`src/rtl/line_pacer.sv`:
```
// line_pacer: paces core video into the HDMI ring framebuffer, aligns frame starts and resyncs after errors
module line_pacer #(
  parameter int DEPTH_LINES = 32,
  parameter int HIGH_WM     = 24,
  parameter int HYST        = 2
) (
  input  logic       clk,
  input  logic       resetn,
  input  logic       sync_en,
  input  logic       core_frame_start,
  input  logic       core_line_done,
  input  logic       hdmi_frame_start,
  input  logic       hdmi_line_release,
  output logic       pause_core,
  output logic [5:0] occupancy,
  output logic       locked,
  output logic       overflow,
  output logic       underflow,
  output logic [7:0] resync_count
);
  typedef enum logic [1:0] {SEEK = 2'd0, ALIGN = 2'd1, HOLD = 2'd2, RUN = 2'd3} state_t;
  localparam logic [5:0] DEPTH = 6'(DEPTH_LINES);
  localparam logic [5:0] HI    = 6'(HIGH_WM);
  localparam logic [5:0] LO    = 6'(HIGH_WM - HYST);
  state_t      r_state;
  logic        r_pause;
  logic [5:0]  r_occ;
  logic        r_locked;
  logic        r_ovf;
  logic        r_unf;
  logic [7:0]  r_resync;
  logic        w_ovf;
  logic        w_unf;
  logic [5:0]  w_occ_next;
  logic [7:0]  w_resync_inc;
  function automatic logic pause_rule(input logic [5:0] occ, input logic cur);
    return (occ >= HI) ? 1'b1 : (occ <= LO) ? 1'b0 : cur;
  endfunction
  assign w_ovf        = core_line_done && !hdmi_line_release && (r_occ == DEPTH);
  assign w_unf        = hdmi_line_release && !core_line_done && (r_occ == 6'd0);
  assign w_occ_next   = r_occ + 6'(core_line_done) - 6'(hdmi_line_release);
  assign w_resync_inc = (r_resync == 8'hFF) ? r_resync : r_resync + 8'd1;
  assign pause_core   = r_pause;
  assign occupancy    = r_occ;
  assign locked       = r_locked;
  assign overflow     = r_ovf;
  assign underflow    = r_unf;
  assign resync_count = r_resync;
  // pacing FSM: frame alignment, line accounting, pause hysteresis and error resync
  always_ff @(posedge clk or negedge resetn) begin
    if (!resetn) begin
      r_state  <= SEEK;
      r_pause  <= 1'b0;
      r_occ    <= 6'd0;
      r_locked <= 1'b0;
      r_ovf    <= 1'b0;
      r_unf    <= 1'b0;
      r_resync <= 8'd0;
    end else begin
      r_ovf <= 1'b0;
      r_unf <= 1'b0;
      if (!sync_en) begin
        r_state  <= SEEK;
        r_occ    <= 6'd0;
        r_pause  <= 1'b0;
        r_locked <= 1'b0;
      end else begin
        case (r_state)
          SEEK: begin
            r_occ   <= 6'd0;
            r_pause <= 1'b0;
            if (core_frame_start) r_state <= ALIGN;
          end
          ALIGN: if (core_line_done) begin
            r_occ   <= 6'd1;
            r_pause <= 1'b1;
            r_state <= HOLD;
          end
          HOLD: if (hdmi_frame_start) begin
            r_state  <= RUN;
            r_locked <= 1'b1;
            r_pause  <= pause_rule(r_occ, r_pause);
          end
          default: if (w_ovf || w_unf) begin
            r_ovf    <= w_ovf;
            r_unf    <= w_unf;
            r_resync <= w_resync_inc;
            r_state  <= SEEK;
            r_locked <= 1'b0;
            r_occ    <= 6'd0;
            r_pause  <= 1'b0;
          end else begin
            r_occ   <= w_occ_next;
            r_pause <= pause_rule(w_occ_next, r_pause);
          end
        endcase
      end
    end
  end
endmodule

```
`config.mk`:
```
export PLATFORM = sky130hd
export DESIGN_NAME = line_pacer
export DESIGN_NICKNAME = d
export VERILOG_FILES = /design/src/rtl/line_pacer.sv
export SDC_FILE = /design/constraint.sdc
export NUM_CORES = 1
export LEC_CHECK = 0
export ABC_CLOCK_PERIOD_IN_PS = 7780
export BUFFER_PORTS_ARGS = -buffer_cell sky130_fd_sc_hd__buf_2
export CAP_MARGIN = 40
export CORE_UTILIZATION = 29
export CTS_BUF_LIST = sky130_fd_sc_hd__clkbuf_16
export CTS_CLUSTER_SIZE = 10
export DETAILED_ROUTE_END_ITERATION = 16
export PLACE_DENSITY = 0.59
export SLEW_MARGIN = 20
export SYNTH_ARGS = -nofsm -noshare
export SYNTH_HDL_FRONTEND = slang
export SYNTH_SLANG_ARGS = --single-unit
```
`constraint.sdc`:
```
create_clock -name clk -period 7.78 [get_ports clk]
set_input_delay 1.556 -clock clk [delete_from_list [all_inputs] [get_ports clk]]
set_output_delay 1.556 -clock clk [all_outputs]
set_load 0.05 [all_outputs]
```
==> summary.md <==
| Metric | Value |
|---|---|
| Placed Cells incl. Taps | `235` |
| Synthesized flop and latch total | `20` |
| Post-CTS sizing | `0` |
| Setup crit end | `pause_core` |
| R2R cell count | `10` |
| CTS Buf Count | `3` |
| Switch share | `0.4521` |
| Yosys warns | `0` |
| Area contributors post-synth | `dfrtp_1 35%, ha_1 16%, xnor2_1 4.2%, inv_1 3.4%, nand4_1 2.6%` |
| CP Launch Type | `input pin` |
| Worst hold-check path type | `reg -> reg` |
| PD cells | `381.1 mW/mm2` |
| Top FF cell, synth | `dfrtp_1` |
| Max Cap Violations | `0` |
| Synth cell count leaders | `20 x dfrtp_1, 18 x ha_1, 13 x inv_1` |
| Clock Tree Root | `clkbuf_16` |
| Fin util | `0.3692` |
| RSZ-0062 raised after global routing | `no` |
| Area share of the largest cell type after synthesis | `0.3451` |
| Pleak | `0.0008197 uW` |
| Count leader, synth | `dfrtp_1` |
| Worst-path clk slew | `0.06 ns` |
| Final worst path period need | `3.722 ns` |
| Die ar. | `0.005287 mm2` |
| Setup_tns | `0 ns` |
| Sequential area share after synthesis | `0.3451` |
| Slew Limit Fails | `0` |
| Combinational fraction of design power | `0.550` |
| Least-Margin Pin Slew | `0.5439 ns` |
| 1st-pass router iterations | `4` |
| DRC | `0` |
| Sw power | `302.4 uW` |
| Vias in the first global route | `1,098` |
| GRT overflow | `0` |
| Post-CTS Setup Inserts | `0` |
| Crit path launch | `hdmi_line_release` |
| Critical Path Sink Type | `flop` |
| Post-DP HPWL | `2.463 mm` |
| Initial core utilization | `0.3050` |
| CTS max path bufs | `2` |
| Die H | `72.72 um` |
| Setup violators final | `0` |
| Worst R2R Start | `occupancy[0]` |
| Initial DRC Count | `33` |
| Mapped Area | `0.001450 mm2` |
| Row cnt | `25` |
| EDFF count, synth | `0` |
| Hold path depth | `1` |
| Layout area overhead | `21.05%` |
| Dpl ws | `3.786 ns` |
| Max FO, Critical Path | `3` |
| Worst setup margin | `4.058 ns` |
| Global-route usage over all layers | `0.1264` |
| Pin count of the biggest net entering global routing | `21` |
| CTS Hold Buffers Added | `0` |
| Worst Path Required | `7.92 ns` |
| VDD IR max | `0.0002107 V` |
| Area leader, netlist | `dfrtp_1` |
| Status | `complete, no violations` |
| Worst skew pair latency | `0.25 ns` |
| First-pass GRT wire length | `5.244 mm` |
| Die W | `72.72 um` |
| Routability Congestion | `0.7483` |
| Final nets | `199` |
| Setup Skew | `0.001982 ns` |
| Max_slew headroom | `0.6366` |
| Vias per inst | `4.787` |
| Final std cells w/o fill | `239` |
| Layout cells sized above 1 | `0.1919` |
| Crit Path Class | `in -> reg` |
| Clock share of power | `0.211` |
| Number of nets still failing antenna checks after routing | `0` |
| Post-synthesis cell type count | `44` |
| Detailed Route WL | `3.224 mm` |
| Final antenna diode count | `0` |
| DR vias | `1,144` |
| R2R setup slack | `4.90 ns` |
| Share of power burned in registers | `0.239` |
| H-tree depth | `1` |
| Fin crit share | `0.4784` |
| Syn Area/Cell | `10.00 um2` |
| WL/cell | `13.49 um` |
| Initial antenna violation count | `0` |
| CTS Sinks | `20` |
| Ys async rst share | `1.000` |
| Core area | `0.004755 mm2` |
| Reg-to-reg endpoint | `pause_core` |
| Internal Dissipation | `366.5 uW` |
| IO buf count | `24` |
| Cells after synthesis | `145` |
| Maximum clock frequency | `268.7 MHz` |
| Synth Net Count | `171` |
| Final hold viol count | `0` |
| CTS tree | `done` |
| WP data arrival | `3.86 ns` |
| Hold slack | `0.4971 ns` |
| Top Ports | `25` |
## critical path, stage by stage
cell and delay [ns]:
buf_2 0.11, ha_1 0.27, inv_1 0.04, ha_1 0.20, fa_1 0.43, and3b_1 0.21, or4_4 0.49, o311ai_2 0.09
a211oi_1 0.11, o32a_1 0.34
## power by group through the flow
| stage | clock, uW | combinational, uW | sequential [uW] |
|---|---|---|---|
| finish | 141 | 368 | 160 |
| global route | 147 | 408 | 164 |
| floorplan | 0 | 229 | 213 |
| global placement | 0 | 364 | 162 |
| detailed placement | 0 | 369 | 161 |
| CTS | 144 | 371 | 160 |
## area by class of cell
type / count / area (um2)
clock buffer: 3 / 75.07
clock inverter: 1 / 30.03
fill: 509 / 2999
inverter: 13 / 48.80
multi-input combinational: 111 / 897.1
sequential: 20 / 500.5
tap: 67 / 83.83
timing repair buffer: 24 / 120.1
## kinds of logic after synthesis
| group | Yosys count | share of synthesized area |
|---|---|---|
| AOI/OAI and AO/OA | 29 | 0.1691 |
| xor gates and xnor gates | 8 | 0.04832 |
| adders and majority gates | 19 | 0.1691 |
| buffers and inverters | 14 | 0.03624 |
| DFF | 20 | 0.3451 |
| muxes | 3 | 0.02157 |
| and+or+nand+nor | 52 | 0.2105 |
## worst min-delay path by stage
stage                         start  slack [ns]               to
global placement    resync_count[6]        0.49  resync_count[6]
detailed placement  resync_count[6]        0.49  resync_count[6]
floorplan                r_state[0]        0.57       r_state[0]
CTS                 resync_count[6]        0.50  resync_count[6]
finish              resync_count[6]        0.50  resync_count[6]
global route        resync_count[6]        0.52  resync_count[6]
## registers in the layout (all words and copies together), names as in the netlist
register,cells
resync_count,8
occupancy,6
r_state,2
locked,1
overflow,1
pause_core,1
underflow,1
## through the flow
| stage | area [um2] | power (uW) |
|---|---|---|
| final | 1755 | 668.9 |
| after global routing | 1755 | 719.3 |
| after CTS | 1755 | 674.2 |
| after detailed placement | 1650 | 530.7 |
| after global placement | 1650 | 526.0 |
| after floorplan | 1450 | 442.1 |
## layout by cell type, fill, tap and decap left out, drive strengths merged, types with 2 or more instances in the layout
cell     instances
xnor2            7
clkbuf           3
inv             13
and3b            2
nor2             9
ha              18
and2             3
o21ai            8
nand2            9
buf             24
and3             3
mux2i            2
nor3b            3
a21oi            4
nand3            2
nand3b           2
a211oi           2
nand2b           4
o31ai            3
a2111oi          2
nand4            6
dfrtp           20
or4              3
## routing by layer
metal	wire length, um	vias up	GRT usage
met2	1440	21	0.2108
li1	-	579	-
met1	1647	542	0.1712
met3	128	2	0.03453
met4	8	0	0.006536
met5	0	-	0
Note: power is estimated with default switching activity, not from simulation.
